`config.mk`:
```
export PLATFORM = sky130hd
export DESIGN_NAME = lfsr_checker_mc
export DESIGN_NICKNAME = d
export VERILOG_FILES = /design/src/rtl/lfsr_chk_pkg.sv /design/src/rtl/lfsr.sv /design/src/rtl/lfsr_lane_checker.sv /design/src/rtl/lfsr_checker_mc.sv
export SDC_FILE = /design/constraint.sdc
export NUM_CORES = 1
export LEC_CHECK = 0
export BUFFER_PORTS_ARGS = -buffer_cell sky130_fd_sc_hd__buf_4
export CORE_ASPECT_RATIO = 1.4
export CORE_MARGIN = 2
export CORE_UTILIZATION = 50
export CTS_CLUSTER_DIAMETER = 100
export DETAILED_ROUTE_END_ITERATION = 7
export GPL_TIMING_DRIVEN = 0
export HOLD_SLACK_MARGIN = 0.06
export PLACE_DENSITY = 0.78
export RECOVER_POWER = 100
export SKIP_LAST_GASP = 1
export SLEW_MARGIN = 20
export SYNTH_ARGS = -nofsm -noshare
export SYNTH_HDL_FRONTEND = slang
export SYNTH_SLANG_ARGS = --single-unit
```
`constraint.sdc`:
```
create_clock -name clk -period 2.2 [get_ports clk]
set_input_delay 0 -clock clk [delete_from_list [all_inputs] [get_ports clk]]
set_output_delay 0 -clock clk [all_outputs]
set_load 0.1 [all_outputs]
```
`src/rtl/lfsr_chk_pkg.sv`:
```
// Shared types and helpers for the multi-lane LFSR checker.
// Counter and word widths are limited to 64 bits by the helper functions.
package lfsr_chk_pkg;

    typedef enum logic {
        SEARCH = 1'b0,
        LOCKED = 1'b1
    } lfsr_chk_state_t;

    // All-ones value of a w-bit counter, held in 64 bits.
    function automatic logic [63:0] cnt_max(input int w);
        if (w >= 64) return '1;
        return (64'd1 << w) - 64'd1;
    endfunction

    function automatic logic [63:0] sat_add(input logic [63:0] v,
                                            input logic [63:0] inc,
                                            input logic [63:0] max_v);
        logic [64:0] sum;
        sum = {1'b0, v} + {1'b0, inc};
        if (sum > {1'b0, max_v}) return max_v;
        return sum[63:0];
    endfunction

    function automatic logic [6:0] popcount(input logic [63:0] v);
        logic [6:0] n;
        n = '0;
        for (int i = 0; i < 64; i++) n = n + {6'd0, v[i]};
        return n;
    endfunction

endpackage

```
`src/rtl/lfsr.sv`:
```
// One-step Fibonacci LFSR successor: shifts left and inserts the tap parity.
// Supported widths are 2..64; widths without a listed polynomial fall back to the top two bits as taps.
module lfsr #(
    parameter int WIDTH = 32
) (
    input  logic [WIDTH-1:0] din,
    output logic [WIDTH-1:0] dout
);
    localparam logic [63:0] TAPS64 =
        (WIDTH == 8)  ? 64'h0000_0000_0000_00B8 :
        (WIDTH == 16) ? 64'h0000_0000_0000_D008 :
        (WIDTH == 32) ? 64'h0000_0000_8020_0003 :
        (WIDTH == 64) ? 64'hD800_0000_0000_0000 :
                        (64'd3 << (WIDTH - 2));
    localparam logic [WIDTH-1:0] TAP_MASK = WIDTH'(TAPS64);

    assign dout = {din[WIDTH-2:0], ^(din & TAP_MASK)};
endmodule

```
`src/rtl/lfsr_lane_checker.sv`:
```
// Single-lane LFSR checker: input register, compare stage, lock FSM with sticky error and counter.
// LFSR_CHK_BITERR_EN adds a delayed, saturating errored-bit counter.
module lfsr_lane_checker
    import lfsr_chk_pkg::*;
#(
    parameter int WIDTH       = 32,
    parameter int LOCK_CNT    = 8,
    parameter int UNLOCK_ERRS = 4,
    parameter int ERR_CNT_W   = 16
`ifdef LFSR_CHK_BITERR_EN
    ,
    parameter int BIT_CNT_W   = 24
`endif
) (
    input  logic                 clk,
    input  logic                 reset_n,
    input  logic                 clear,
    input  logic                 din_valid,
    input  logic [WIDTH-1:0]     din,
    output lfsr_chk_state_t      state_dbg,
    output logic                 error,
    output logic [ERR_CNT_W-1:0] err_cnt
`ifdef LFSR_CHK_BITERR_EN
    ,
    output logic [BIT_CNT_W-1:0] bit_err_cnt
`endif
);
    localparam int GOOD_W = $clog2(LOCK_CNT + 1);
    localparam int BAD_W  = $clog2(UNLOCK_ERRS + 1);
    localparam logic [GOOD_W-1:0] GOOD_LAST = GOOD_W'(LOCK_CNT - 1);
    localparam logic [BAD_W-1:0]  BAD_LAST  = BAD_W'(UNLOCK_ERRS - 1);
    localparam logic [63:0]       ERR_MAX   = cnt_max(ERR_CNT_W);

    logic                  s1_valid;
    logic [WIDTH-1:0]      s1_data;
    logic [WIDTH-1:0]      s1_next;
    logic [WIDTH-1:0]      pred;
    logic                  have_prev;
    logic                  s2_valid;
    logic                  s2_bad;
    lfsr_chk_state_t       state, state_n;
    logic [GOOD_W-1:0]     good_run, good_run_n;
    logic [BAD_W-1:0]      bad_run, bad_run_n;
    logic                  error_n;
    logic [ERR_CNT_W-1:0]  err_cnt_n;
    logic                  count_err;
    logic                  restart;

    assign state_dbg = state;

    always_ff @(posedge clk or negedge reset_n) begin
        if (!reset_n) begin
            s1_valid <= 1'b0;
            s1_data  <= '0;
        end else begin
            s1_valid <= din_valid;
            if (din_valid) s1_data <= din;
        end
    end

    lfsr #(.WIDTH(WIDTH)) u_lfsr (
        .din  (s1_data),
        .dout (s1_next)
    );

    // A word arriving while the FSM drops lock only reseeds the prediction.
    always_ff @(posedge clk or negedge reset_n) begin
        if (!reset_n) begin
            pred      <= '0;
            have_prev <= 1'b0;
            s2_valid  <= 1'b0;
            s2_bad    <= 1'b0;
        end else begin
            s2_valid <= s1_valid && have_prev && !restart;
            if (s1_valid) begin
                pred      <= s1_next;
                have_prev <= 1'b1;
                s2_bad    <= (s1_data != pred) || (s1_data == '0);
            end else if (restart) begin
                have_prev <= 1'b0;
            end
        end
    end

    always_ff @(posedge clk or negedge reset_n) begin
        if (!reset_n) begin
            state    <= SEARCH;
            good_run <= '0;
            bad_run  <= '0;
            error    <= 1'b0;
            err_cnt  <= '0;
        end else begin
            state    <= state_n;
            good_run <= good_run_n;
            bad_run  <= bad_run_n;
            error    <= error_n;
            err_cnt  <= err_cnt_n;
        end
    end

    always_comb begin
        state_n    = state;
        good_run_n = good_run;
        bad_run_n  = bad_run;
        count_err  = 1'b0;
        restart    = 1'b0;
        case (state)
            SEARCH: begin
                if (s2_valid && !s2_bad) begin
                    good_run_n = good_run + 1'b1;
                    if (good_run == GOOD_LAST) begin
                        state_n   = LOCKED;
                        bad_run_n = '0;
                    end
                end else if (s2_valid) begin
                    good_run_n = '0;
                end
            end
            LOCKED: begin
                if (s2_valid && s2_bad) begin
                    count_err = 1'b1;
                    bad_run_n = bad_run + 1'b1;
                    if (bad_run == BAD_LAST) begin
                        state_n    = SEARCH;
                        good_run_n = '0;
                        restart    = 1'b1;
                    end
                end else if (s2_valid) begin
                    bad_run_n = '0;
                end
            end
            default: state_n = SEARCH;
        endcase

        error_n   = error;
        err_cnt_n = err_cnt;
        if (clear) begin
            error_n   = 1'b0;
            err_cnt_n = '0;
        end else if (count_err) begin
            error_n   = 1'b1;
            err_cnt_n = ERR_CNT_W'(sat_add(64'(err_cnt), 64'd1, ERR_MAX));
        end
    end

`ifdef LFSR_CHK_BITERR_EN
    localparam logic [63:0] BIT_MAX = cnt_max(BIT_CNT_W);

    logic [WIDTH-1:0] s2_diff;
    logic             pc_valid;
    logic [6:0]       pc_q;

    always_ff @(posedge clk or negedge reset_n) begin
        if (!reset_n) begin
            s2_diff <= '0;
        end else if (s1_valid) begin
            s2_diff <= s1_data ^ pred;
        end
    end

    // Popcount is registered first, so the adder lands one cycle after err_cnt.
    always_ff @(posedge clk or negedge reset_n) begin
        if (!reset_n) begin
            pc_valid    <= 1'b0;
            pc_q        <= '0;
            bit_err_cnt <= '0;
        end else if (clear) begin
            pc_valid    <= 1'b0;
            bit_err_cnt <= '0;
        end else begin
            pc_valid <= count_err;
            pc_q     <= popcount(64'(s2_diff));
            if (pc_valid)
                bit_err_cnt <= BIT_CNT_W'(sat_add(64'(bit_err_cnt), 64'(pc_q), BIT_MAX));
        end
    end
`endif

endmodule

```
`src/rtl/lfsr_checker_mc.sv`:
```
// Multi-lane LFSR stream checker: LANES independent lane checkers plus an OR of their sticky errors.
// Define LFSR_CHK_BITERR_EN to add the per-lane bit_err_cnt port and popcount logic.
module lfsr_checker_mc
    import lfsr_chk_pkg::*;
#(
    parameter int WIDTH       = 32,
    parameter int LANES       = 4,
    parameter int LOCK_CNT    = 8,
    parameter int UNLOCK_ERRS = 4,
    parameter int ERR_CNT_W   = 16
`ifdef LFSR_CHK_BITERR_EN
    ,
    parameter int BIT_CNT_W   = 24
`endif
) (
    input  logic                       clk,
    input  logic                       reset_n,
    input  logic                       clear,
    input  logic [LANES-1:0]           datain_valid,
    input  logic [LANES*WIDTH-1:0]     datain,
    output logic [LANES-1:0]           locked,
    output logic [LANES-1:0]           error,
    output logic                       any_error,
    output logic [LANES*ERR_CNT_W-1:0] err_cnt
`ifdef LFSR_CHK_BITERR_EN
    ,
    output logic [LANES*BIT_CNT_W-1:0] bit_err_cnt
`endif
);
    lfsr_chk_state_t lane_state [LANES];

    for (genvar i = 0; i < LANES; i++) begin : g_lane
        lfsr_lane_checker #(
            .WIDTH       (WIDTH),
            .LOCK_CNT    (LOCK_CNT),
            .UNLOCK_ERRS (UNLOCK_ERRS),
            .ERR_CNT_W   (ERR_CNT_W)
`ifdef LFSR_CHK_BITERR_EN
            ,
            .BIT_CNT_W   (BIT_CNT_W)
`endif
        ) u_lane (
            .clk         (clk),
            .reset_n     (reset_n),
            .clear       (clear),
            .din_valid   (datain_valid[i]),
            .din         (datain[i*WIDTH +: WIDTH]),
            .state_dbg   (lane_state[i]),
            .error       (error[i]),
            .err_cnt     (err_cnt[i*ERR_CNT_W +: ERR_CNT_W])
`ifdef LFSR_CHK_BITERR_EN
            ,
            .bit_err_cnt (bit_err_cnt[i*BIT_CNT_W +: BIT_CNT_W])
`endif
        );

        assign locked[i] = (lane_state[i] == LOCKED);
    end

    assign any_error = |error;

endmodule

```
# Yosys cells after proc, flatten, opt, wreduce, memory -nomap -nowiden
# Index checks and enable logic that the tools add are counted.
# word_totals
register_bits	372
inputBits	135
wordCells	277
# op_classes
add_sub_neg	12
n_reduce_logical	53
n_eq_ne	36
n_mux	124
bitwise	4
magnitude_cmp	4
# op_table
op	n
two-way mux 16 bit	16
zero test 32 bit	4
inequality test 32 bit	4
XOR reduction 32 bit	4
adder 16 x 1 -> 17 bit (second input constant)	4
> comparator 17 x 16 -> 1 bit (second input constant)	4
two-way mux 1 bit	64
two-way mux 4 bit	16
two-way mux 3 bit	16
one-hot mux 4 bit (2 select lines)	4
one-hot mux 3 bit (2 select lines)	4
AND reduction 3 bit	8
adder 4 x 1 -> 4 bit (second input constant)	4
== test 4 x 3 -> 1 bit (second input constant)	4
logical AND 1 bit	16
inequality test 2 x 1 -> 1 bit (second input constant)	8
inequality test 2 bit (second input constant)	8
nonzero test 2 bit	8
adder 3 x 1 -> 3 bit (second input constant)	4
== test 3 x 2 -> 1 bit (second input constant)	4
inequality test 3 x 1 -> 1 bit (second input constant)	4
inequality test 3 x 2 -> 1 bit (second input constant)	4
zero test 1 bit	8
one-hot mux 1 bit (2 select lines)	4
3 further kinds	9

# Depth between registers and ports, before layout
# Gate-level depths: netlist of the first run.
# logic_depth
depth_word	8
mapped_depth	6

# Modules after synthesis
# A second synthesis of the first run with hierarchy kept.
# unflattened
cells_unflattened	1544
area_unflattened_um2	18431.4
# modules_own_cells
mod	seq_area_each_um2	instances	area_per_inst_um2	cells_per_inst
lfsr_lane_checker (g_lane[0].u_lane ...)	2327.2	3	4342.9	351
lfsr_lane_checker (g_lane[3].u_lane)	2327.2	1	4359.2	354
lfsr	0.0	4	259.0	34
lfsr_checker_mc	0.0	1	7.5	1

# Least setup slack after synthesis of the first run
# OpenSTA, ideal clock, no wires.
# synth_timing
kind	register to register
start	register g_lane[1].u_lane.err_cnt[0]
end	register g_lane[1].u_lane.err_cnt[11]
path_buffers	0
arrival_time_ns	2.402
path_stages_with_launch	6
setup_slack_ns	-0.302
path_cell_list	dfrtp_1 -> ha_1 -> nand4_1 -> nor4_4 -> a221oi_1 -> a311oi_1
# synth_via
elab_chain_cells	8
# synth_rtl
item	line	text
from (decl)	lfsr_lane_checker.sv:22	output logic [ERR_CNT_W-1:0] err_cnt
from (signal assigned)	lfsr_lane_checker.sv:97	err_cnt <= err_cnt_n;
adder 16 x 1 -> 17 bit *	lfsr_chk_pkg.sv:20	sum = {1'b0, v} + {1'b0, inc};
> comparator 17 x 16 -> 1 bit	lfsr_chk_pkg.sv:21	if (sum > {1'b0, max_v}) return max_v;
two-way mux 1 bit	lfsr_chk_pkg.sv:21	
two-way mux 1 bit	lfsr_lane_checker.sv:140	end else if (count_err) begin
two-way mux 1 bit	lfsr_lane_checker.sv:137	if (clear) begin
two-way mux 16 bit *	lfsr_chk_pkg.sv:22	return sum[63:0];
two-way mux 16 bit *	lfsr_lane_checker.sv:140	
two-way mux 16 bit *	lfsr_lane_checker.sv:137	
# Mark *: on every way between the ends. The rest lies on a longest branch, timed or not. The select of a mux whose other input is x is not followed.
# A chain may end at the register's enable or synchronous reset.

# Worst setup path after layout of the first run
# layout_timing
start	register g_lane[1].u_lane.state
end	register g_lane[1].u_lane.err_cnt[10]
# layout_via
elab_chain_cells	2
# layout_rtl
item	line	text
from (decl)	lfsr_lane_checker.sv:41	lfsr_chk_state_t state, state_n;
from (signal assigned)	lfsr_lane_checker.sv:93	state <= state_n;
two-way mux 1 bit	lfsr_lane_checker.sv:107	case (state)
nonzero test 2 bit (no source line)	-	
# Every way passes these cells.

==> reports/metrics.yaml, run 1 <==
clock_network:
  clk_path_buf_depth: 3
  cts-root-buf: "clkbuf_16"
  clkSlewWorstSetupHoldPaths_ns: 0.07
  cts.sinks: 372
  clk_latency_ns: 0.53
  cts-htree-levels: 2
  cts_buffers: 38
  cts_tree: "built"
synth:
  yosysWarnings: 0
  syn_inst: 1434
  synth.distinct_cells: 53
  async_reset_ff_share_pct: 100.0
  ys_seq_area_share_pct: 53.66
  synthFlopType: "dfrtp_1"
  yosys-top-cells-area: "dfrtp_1 54%, mux2_2 16%, xor2_1 4.9%"
  synth-edff-count: 0
  synth_top_cell_area_share_pct: 53.66
  syn_avg_cell_area_sq_um: 12.10
  ys_ff_latch: 372
  synth_area_sq_um: 17350
  syn_nets: 1593
  synth_largest_area_cell: "dfrtp_1"
place:
  placed_area_sq_um: 19630
  dp_hpwl_microns: 28970
  place.gp.congestion: 0.8888
  io_buffers: 206
power_and_ir_drop:
  p_switching_uw: 4174
  switching_share_pct: 24.51
  p_int_uw: 12860
  seqPwrFrac_pct: 47.3
  clkPwrFrac_pct: 40.7
  share_comb_of_total_power_pct: 12.0
  powerDensity_nw_per_um2: 771.6
  leakagePower_uw: 0.009229
  peakVddDrop_mv: 0.7104
floorplan:
  start_util_pct: 50.82
  coreArea_sq_um: 34130
  io_pins: 208
  std_cell_rows: 80
  die_y_microns: 224.4
  die_w_microns: 161.4
  die_area_sq_um: 36220
drt:
  wl_per_cell_microns: 18.99
  drc_errors: 0
  vias_per_cell: 5.727
  drtAntennaViolNets: 0
  firstDrtPassIters: 5
  vias: 13180
  routed_wl_microns: 43690
  first_iter_violations: 843
global_routing:
  grt-busiest-layer: "met2"
  grt_max_degree: 100
  use_met2_pct: 44.47
  grt_remaining_overflow: 0
  grt_use_met3_pct: 3.540
  grt_antenna_before_repair: 0
  grt_pass1_wl_microns: 71280
  track_usage_pct: 24.25
  met1_usage_pct: 28.75
  grt_pass1_vias: 13800
sta:
  finalSetupViolCount: 0
  max_slew_margin_pct: 16.32
  period_share_pct: 93.08
  period_minus_slack_ns: 2.048
  skew_ns: 0.01207
  hold_violations: 0
  max_freq_mhz: 488.3
  worst_pin_slew_ns: 1.261
  slew_violations: 0
finish:
  final_nets: 1981
  layout-drive-gt1-share_pct: 29.30
  diodes: 0
  area_delta_synth_final_pct: 27.26
  final_area_sq_um: 22070
  fin_util_pct: 64.67
critical_path:
  start_kind: "register"
  crit_type: "reg -> reg"
  cp.required_ns: 2.58
  arrival_ns: 2.42
  critPathMaxFanout: 9
  end_kind: "register"
flow_run:
  cap_violations: 0
outcome:
  outcome: "finished clean"
min_path:
  hold_path_class: "in -> reg"
==> placed cells by master (no fill, tap or decap), types with 5 or more instances in the layout <==
cell type	instances
buf_2	7
clkbuf_8	11
nor4bb_1	5
ha_1	24
clkbuf_1	97
o21ai_0	71
nor4b_1	7
inv_1	45
nand2_1	52
nor2_1	55
nor2b_1	6
mux2_2	235
nor4_1	66
nand3_1	21
and3_1	21
dlygate4sd3_1	134
dfrtp_1	326
a41oi_1	6
nand4_1	38
a221oi_1	15
a311oi_1	8
and2_1	10
xnor2_1	39
a211oi_1	24
xor2_1	97
a21oi_1	24
clkbuf_16	39
mux2_1	13
buf_4	138
dfrtp_2	46
clkinv_2	5
bufinv_16	5
a31oi_1	20
nor3_1	40
clkbuf_2	32
==> cell families after synthesis <==
group	count (synthesis)	synth area share, %
XOR/XNOR	136	6.867
AND/OR/NAND/NOR	349	11.75
flip-flops	372	53.66
AO/OA/AOI/OAI	191	7.119
multiplexers	248	16.10
adder cells (fa/ha/maj)	24	1.731
buffers and inverters	114	2.770
==> layer usage <==
layer | routed length [microns] | up-vias
met3 | 2067 | 99
met5 | 0 | -
met4 | 1512 | 0
met2 | 22910 | 398
met1 | 17200 | 6673
li1 | - | 6007
==> registers in the layout, summed over array words and instances (netlist names) <==
name and flops:
g_lane.u_lane.pred 128, g_lane.u_lane.s1_data 128, g_lane.u_lane.err_cnt 64, g_lane.u_lane.good_run 16, g_lane.u_lane.bad_run 12, g_lane.u_lane.error 4, g_lane.u_lane.have_prev 4, g_lane.u_lane.s1_valid 4
g_lane.u_lane.s2_bad 4, g_lane.u_lane.s2_valid 4, g_lane.u_lane.state_dbg 4
==> synthesized netlist by cell type (7+ instances only) <==
cell type,instances
ha_1,24
nor4_1,65
a221oi_1,15
buf_1,11
a21oi_1,24
dfrtp_1,372
buf_2,7
nor3_1,40
nor2_1,54
nand4_1,38
nand2_1,52
nand3_1,21
and3_1,21
o21ai_0,69
a31oi_1,20
and2_1,10
a211oi_1,24
nor4b_1,7
clkbuf_1,39
xor2_1,97
inv_1,45
mux2_2,248
xnor2_1,39
a311oi_1,8
buf_4,9
==> critical path, cell delays in order (launching register included) <==
cell,delay (ns)
dfrtp_1,0.34
buf_2,0.18
nand3_1,0.31
nor3_1,0.58
nor2b_1,0.33
a311oi_1,0.14
==> metrics by stage <==
| step | instances | worst slack, ns | power (uW) | hold WS (ns) | TNS (ns) |
|---|---|---|---|---|---|
| 2_1_floorplan | 1434 | 0.002769 | 9204 | -0.2956 | 0 |
| 3_3_place_gp | 2091 | -2.778 | 9864 | 0.1191 | -893.85 |
| 3_5_place_dp | 2095 | 0.1369 | 9986 | -0.03605 | 0 |
| 4_1_cts | 2297 | 0.09884 | 17140 | 0.1037 | 0 |
| 5_1_grt | 2301 | -0.006990 | 17710 | 0.1270 | -0.006990 |
| 6_report | 2301 | 0.1521 | 17030 | 0.1478 | 0 |
==> cell type report <==
class / instances / area [sq um]
inverter: 45 / 168.9
tap: 451 / 564.3
fill: 2466 / 12060
timing repair buffer: 348 / 2766
clock buffer: 53 / 1139
sequential: 372 / 9366
buffer: 69 / 312.8
multi-input combinational: 948 / 7540
clock inverter: 15 / 217.7
==> power by group through the flow <==
| stage | logic (uW) | clock network (uW) | registers (uW) |
|---|---|---|---|
| after detailed placement | 1830 | 0 | 8160 |
| after floorplan | 1220 | 0 | 7980 |
| after CTS | 2040 | 7060 | 8040 |
| after global placement | 1740 | 0 | 8120 |
| final | 2040 | 6930 | 8060 |
| after global routing | 2220 | 7340 | 8140 |
==> what timing repair did <==
action	CTS	global route
hold buffers	134	0
setup buffers	0	4
resized for setup	0	2
endpoints found under the setup margin	0	14
hold endpoints to repair	415	0
==> path summary, 6_finish.rpt <==
kind / cells after the start / endpoint / start / slack [ns]
setup / recovery: 5 / g_lane[1].u_lane.err_cnt[10] / g_lane[1].u_lane.state_dbg / 0.15
hold / removal: 2 / g_lane[1].u_lane.s1_valid / datain_valid[1] / 0.15
setup reg to reg: 5 / g_lane[1].u_lane.err_cnt[10] / g_lane[1].u_lane.state_dbg / 0.15
hold reg to reg: 1 / g_lane[2].u_lane.have_prev / g_lane[2].u_lane.have_prev / 0.47
max in group asynchronous: 4 / g_lane[0].u_lane.err_cnt[6] / reset_n / 0.37
min in group asynchronous: 3 / g_lane[1].u_lane.s1_data[9] / reset_n / 0.51
(Power assumes the default switching activity.)
==> run 2, diff against run 1 <==
Settings changed: CORE_UTILIZATION 50 to 40, PLACE_DENSITY 0.78 to 0.66.
==> run 2 against run 1 <==
  * Cell count is 4.4% higher
  * Final area is 0.46% higher
  * Sequential share of layout area is 0.20 points lower
  * Critical path depth stayed put
  * Count of clock-buffer cells in the layout is 1 higher
  * Sequential cell count stayed put
  * First-iteration DRC count is 1.3% higher
  * Die area is 24% higher
  * Fmax is 3.8% lower
  * Routed wire length is 3.0% lower
  * Global-route usage is 5.6 points lower
  * Combinational power is 2% lower
  * Critical endpoint is now g_lane[2].u_lane.err_cnt[10]
==> reports/metrics.yaml, run 2 (synthesized netlist as in run 1, its figures left out) <==
floorplan:
  std_cell_rows: 90  # +13%
  die_y_microns: 250.4  # +12%
  start_util_pct: 40.43  # -10 points
  die_area_sq_um: 45070  # +24%
  die_w_microns: 180  # +12%
  coreArea_sq_um: 42900  # +26%
  io_pins: 208  # unchanged
critical_path:
  r2r_start: "g_lane[2].u_lane.err_cnt[1]"
  crit_start: "g_lane[2].u_lane.err_cnt[1]"
  start_kind: "register"
  cp_slowest_stage_delay_ns: 0.65  # +0.07 ns
  r2r_end: "g_lane[2].u_lane.err_cnt[10]"
  r2r_slack_ns: 0.07  # -0.08 ns
  end_kind: "register"
  crit_chain: "ha_1 -> nand3_1 -> nor3_1 -> a31oi_1 -> a211oi_1"
  crit_type: "reg -> reg"
  cp.required_ns: 2.62  # +0.04 ns
  cp.depth: 5  # unchanged
  crit_end: "g_lane[2].u_lane.err_cnt[10]"
  critPathBufInv: 0  # -1
  critPathMaxFanout: 7  # -2
  reg2regPathDepth: 5  # unchanged
  arrival_ns: 2.55  # +0.13 ns
  cp_top_family: "simple AND/OR/NAND/NOR gates"
  cp_slowest_cell: "nor3_1"
finish:
  final_area_sq_um: 22180  # +0.46%
  largestRegisters: "g_lane.u_lane.pred x128, g_lane.u_lane.s1_data x128, g_lane.u_lane.err_cnt x64"
  layout-drive-gt1-share_pct: 30.27  # +0.97 points
  diodes: 0  # unchanged
  fillCellCount: 3686  # +49%
  final_cell_mix: "327 x dfrtp_1, 246 x mux2_2, 137 x buf_4, 133 x dlygate4sd3_1, 97 x xor2_1"
  final_nets: 1980  # -0.050%
  area_delta_synth_final_pct: 27.84
  final_common_cell: "dfrtp_1"
sta:
  period_share_pct: 96.75  # +3.7 points
  period_minus_slack_ns: 2.128  # +0.08054 ns
  max_slew_margin_pct: 17.59  # +1.3 points
  rsz0062_at_grt: "no"
  hold_violations: 0  # unchanged
  finalSetupViolCount: 0  # unchanged
  slew_violations: 0  # unchanged
  fin_ws_ns: 0.07159  # -0.08054 ns
  worst_pin_slew_ns: 1.242  # -0.01914 ns
  skew_ns: 0.01032  # -0.001745 ns
  max_freq_mhz: 469.8  # -3.8%
power_and_ir_drop:
  p_switching_uw: 4151  # -0.56%
  leakagePower_uw: 0.009246  # +0.19%
  p_int_uw: 12710  # -1.2%
  share_comb_of_total_power_pct: 11.8  # -0.2 points
  powerDensity_nw_per_um2: 760.3  # -1.5%
  switching_share_pct: 24.62  # +0.11 points
  clkPwrFrac_pct: 40.4  # -0.3 points
  peakVddDrop_mv: 0.6148  # -13%
  seqPwrFrac_pct: 47.7  # +0.4 points
clock_network:
  clk_latency_ns: 0.53  # about the same
  cts-root-buf: "clkbuf_16"
  cts_buffers: 40  # +5.3%
  clkSlewWorstSetupHoldPaths_ns: 0.06  # about the same
  cts_tree: "built"
  clk_path_buf_depth: 3  # unchanged
  cts.sinks: 372  # unchanged
  cts-htree-levels: 2  # unchanged
global_routing:
  track_usage_pct: 18.68  # -5.6 points
  grt_antenna_before_repair: 0  # unchanged
  grt_pass1_vias: 13240  # -4.1%
  grt_pass1_wl_microns: 69630  # -2.3%
  grt_max_degree: 99  # -1.0%
  grt_remaining_overflow: 0  # unchanged
drt:
  drt-met1-wl_microns: 17710  # +2.9%
  vias_per_cell: 5.331  # -6.9%
  highest_layer: "met4"
  drc_errors: 0  # unchanged
  wl_per_cell_microns: 17.65  # -7.0%
  met3_length_microns: 1800  # -13%
  drtAntennaViolNets: 0  # unchanged
  routed_wl_microns: 42400  # -3.0%
  vias: 12800  # -2.8%
  firstDrtPassIters: 6  # +1
  first_iter_violations: 854  # +1.3%
  met2WireLength_microns: 21360  # -6.7%
min_path:
  hold_path_class: "in -> async"
place:
  dp_hpwl_microns: 29550  # +2.0%
  place.gp.congestion: 0.9090  # +2.3%
  io_buffers: 206  # unchanged
  placed_area_sq_um: 19730  # +0.50%
  place_ws_ns: 0.05353  # -0.08340 ns
outcome:
  outcome: "finished clean"
flow_run:
  cap_violations: 0  # unchanged
## run 2: cell types whose count changed in the layout (fill, tap and decap cells not counted), sizes merged
cell and change:
buf -2, bufinv -1, clkbuf +1, clkinv +1, clkinvlp +1, dlygate4sd3 -1, inv +1
## run 2: cell type report
class / instances / area (sq um) / area share (%)
flip-flops and latches: 372 / 9365 / 42.23
plain buffers: 69 / 311.5 / 1.405
inverters: 45 / 168.9 / 0.7617
repair buffers: 345 / 2761 / 12.45
clock buffers: 54 / 1125 / 5.072
multi-input cells: 948 / 7556 / 34.07
clock inverters: 17 / 197.7 / 0.8914
well taps: 552 / 690.7 / 3.114
## run 2: how the worst min path moves through the flow
stage,start,end,slack (ns),cells past startpoint
final,reset_n,g_lane[1].u_lane.s1_data[10],0.09,2
after global routing,datain_valid[2],g_lane[2].u_lane.s1_valid,0.13,2
after floorplan,reset_n,g_lane[0].u_lane.bad_run[0],-0.30,0
after global placement,datain_valid[2],g_lane[2].u_lane.s1_valid,0.12,1
after CTS,reset_n,g_lane[1].u_lane.s1_data[15],0.09,2
after detailed placement,reset_n,g_lane[1].u_lane.s1_data[15],0.09,1
## run 2: what timing repair did
action / in CTS / in global routing
endpoints found under the hold margin: 226 / 0
resized for setup: 0 / 2
hold buffers: 133 / 0
setup endpoints to repair: 1 / 4
pin swaps: 1 / 1
setup buffers: 0 / 3
## run 2: metal layers
layer / track usage [%] / up-vias
met5: 0 / -
met4: 7.619 / 0
met3: 2.835 / 86
met2: 32.42 / 313
met1: 23.28 / 6401
li1: - / 6004
## run 2: per-stage QoR
stage / hold slack (ns) / util (%) / instances / total power (uW) / TNS (ns)
finish: 0.08883 / 51.69 / 2402 / 16860 / 0
global route: 0.1286 / 51.69 / 2402 / 17630 / 0
CTS: 0.09189 / 52.18 / 2399 / 17090 / 0
detailed placement: 0.08623 / 45.99 / 2195 / 9989 / 0
global placement: 0.1199 / 45.78 / 2192 / 9896 / -931.32
floorplan: -0.2956 / - / 1434 / 9204 / 0
## run 2: power groups by stage
stage	clock (uW)	combinational [uW]	sequential, uW
after floorplan	0	1220	7980
after global placement	0	1760	8140
after detailed placement	0	1820	8170
after CTS	7020	2020	8050
after global routing	7310	2190	8130
final	6820	2000	8050
==> run 3, diff against run 2 <==
Settings changed: PLACE_DENSITY 0.66 to 0.67.
==> run 3 against run 2 <==
  * Sequential share of layout area rose by 0.092 points
  * Count of clock-buffer cells in the layout rose by 2
  * Largest cell class unchanged
  * Global-route usage rose by 0.46 points
  * Total power fell by 0.43%
  * Register-to-register slack improved by 0.03 ns
  * Routed wire length rose by 0.93%
  * Critical path depth rose by 1
  * Fmax rose by 1.3%
  * Clock skew rose by 0.0019 ns
  * Via count rose by 0.15%
  * Worst hold slack improved by 0.070 ns
==> reports/metrics.yaml, run 3 (synthesized netlist as in run 1, its figures left out) <==
global_routing:
  met1_usage_pct: 23.21  # -0.077 points
  grt-busiest-layer: "met2"
  grt_pass1_wl_microns: 70870  # +1.8%
  grt_antenna_before_repair: 1  # +1
  grt_pass1_vias: 13490  # +1.9%
  grt_remaining_overflow: 0  # unchanged
  track_usage_pct: 19.14  # +0.46 points
  grt_max_degree: 89  # -10%
  use_met2_pct: 34.30  # +1.9 points
  grt_use_met3_pct: 3.068  # +0.23 points
clock_network:
  cts_buffers: 39  # -2.5%
  clk_path_buf_depth: 3  # unchanged
  clk_latency_ns: 0.54  # about the same
  clkSlewWorstSetupHoldPaths_ns: 0.06  # about the same
  cts-htree-levels: 2  # unchanged
  cts.sinks: 372  # unchanged
  cts_tree: "built"
  post-cts-setup-buffers: 0  # unchanged
  cts-root-buf: "clkbuf_16"
drt:
  drc_errors: 0  # unchanged
  first_iter_violations: 679  # -20%
  routed_wl_microns: 42790  # +0.93%
  vias_per_cell: 5.334  # about the same
  vias: 12820  # +0.15%
  firstDrtPassIters: 5  # -1
  drtAntennaViolNets: 0  # unchanged
  wl_per_cell_microns: 17.80  # +0.84%
sta:
  skew_ns: 0.01218  # +0.001859 ns
  whs_ns: 0.1589  # +0.07012 ns
  period_minus_slack_ns: 2.101  # -0.02774 ns
  finalSetupViolCount: 0  # unchanged
  hold_violations: 0  # unchanged
  setup_tns_ns: 0  # unchanged
  fin_ws_ns: 0.09934  # +0.02774 ns
  period_share_pct: 95.48  # -1.3 points
  slew_violations: 0  # unchanged
  max_freq_mhz: 476.0  # +1.3%
  rsz0062_at_grt: "yes"
  max_slew_margin_pct: 16.51  # -1.1 points
  worst_pin_slew_ns: 1.252  # +0.01090 ns
floorplan:
  start_util_pct: 40.43  # unchanged
  std_cell_rows: 90  # unchanged
  die_w_microns: 180  # unchanged
  coreArea_sq_um: 42900  # unchanged
  die_area_sq_um: 45070  # unchanged
  io_pins: 208  # unchanged
  die_y_microns: 250.4  # unchanged
finish:
  area_delta_synth_final_pct: 27.55
  final_cells: 2404  # +0.083%
  largestRegisters: "g_lane.u_lane.pred x128, g_lane.u_lane.s1_data x128, g_lane.u_lane.err_cnt x64"
  final_common_cell: "dfrtp_1"
  final_cell_mix: "328 x dfrtp_1, 246 x mux2_2, 137 x buf_4, 134 x dlygate4sd3_1, 97 x xor2_1"
  final_nets: 1979  # -0.051%
  fillCellCount: 3705  # +0.52%
  layout-drive-gt1-share_pct: 30.36  # +0.092 points
critical_path:
  r2r_slack_ns: 0.1  # +0.03 ns
  crit_start: "g_lane[2].u_lane.s2_bad"
  arrival_ns: 2.48  # -0.07 ns
  cp.required_ns: 2.58  # -0.04 ns
  crit_type: "reg -> reg"
  critPathMaxFanout: 10  # +3
  r2r_start: "g_lane[2].u_lane.s2_bad"
  cp_slowest_stage_delay_ns: 0.41  # -0.24 ns
  crit_top_cell: "clkbuf_1"
  end_kind: "register"
  crit_chain: "clkbuf_1 -> and3_1 -> clkbuf_1 -> nand3_1 -> nor4b_1 -> nor3_1"
  start_kind: "register"
  cp_top_family: "simple AND/OR/NAND/NOR gates"
  cp_slowest_cell: "clkbuf_1"
  critPathBufInv: 2  # +2
flow_run:
  cap_violations: 0  # unchanged
power_and_ir_drop:
  powerDensity_nw_per_um2: 758.8  # -0.20%
  leakagePower_uw: 0.009218  # -0.31%
  power_uw: 16790  # -0.43%
  peakVddDrop_mv: 0.5462  # -11%
place:
  place_ws_ns: 0.1737  # +0.1202 ns
  dp_hpwl_microns: 29750  # +0.68%
  place.gp.congestion: 0.9337  # +2.7%
  place_inst: 2196  # +0.046%
  io_buffers: 206  # unchanged
min_path:
  hold_path_class: "in -> reg"
  holdCritStartpoint: "datain_valid[2]"
outcome:
  outcome: "finished clean"
-- run 3: final cells by class --
| class | count | area [sq um] | area share, % |
|---|---|---|---|
| inverter | 45 | 168.9 | 0.7634 |
| sequential | 372 | 9364 | 42.32 |
| clock buffer | 56 | 1161 | 5.248 |
| antenna | 1 | 2.502 | 0.01131 |
| timing repair buffer | 345 | 2713 | 12.26 |
| clock inverter | 16 | 161.4 | 0.7295 |
| multi-input combinational | 948 | 7552 | 34.13 |
| buffer | 69 | 311.5 | 1.408 |
| tap | 552 | 690.7 | 3.122 |
-- run 3: metal layers --
metal  wire length, microns  vias up
li1                       -     6010
met3                   1833       88
met4                   1218        0
met1                  17290     6409
met5                      0        -
met2                  22450      316
-- run 3: stage by stage --
stage               instance area (sq um)  utilization [%]
finish                              22130            51.57
global route                        22130            51.57
CTS                                 22450            52.33
detailed placement                  19760            46.06
global placement                    19640            45.78
floorplan                           17410                -
-- run 3: repair_timing --
action	4_1_cts	5_1_grt
hold buffers	135	0
endpoints found under the hold margin	416	0
resized for setup	0	2
setup endpoints to repair	0	6
-- run 3: power by group --
group / internal [uW] / total (uW) / switching (uW) / leakage [uW]
combinational: 1180 / 2000 / 813 / 0.00407
sequential: 7460 / 8050 / 591 / 0.00449
clock: 3940 / 6740 / 2800 / 0.000658
-- run 3: final timing paths --
| path | endpoint | cells past startpoint |
|---|---|---|
| min in group asynchronous | g_lane[1].u_lane.pred[8] | 4 |
| worst max register to register | g_lane[2].u_lane.err_cnt[14] | 6 |
| worst min-delay path | g_lane[2].u_lane.s1_valid | 2 |
| worst min register to register | g_lane[3].u_lane.have_prev | 1 |
| worst max-delay path | g_lane[2].u_lane.err_cnt[14] | 6 |
| max in group asynchronous | g_lane[0].u_lane.err_cnt[11] | 4 |
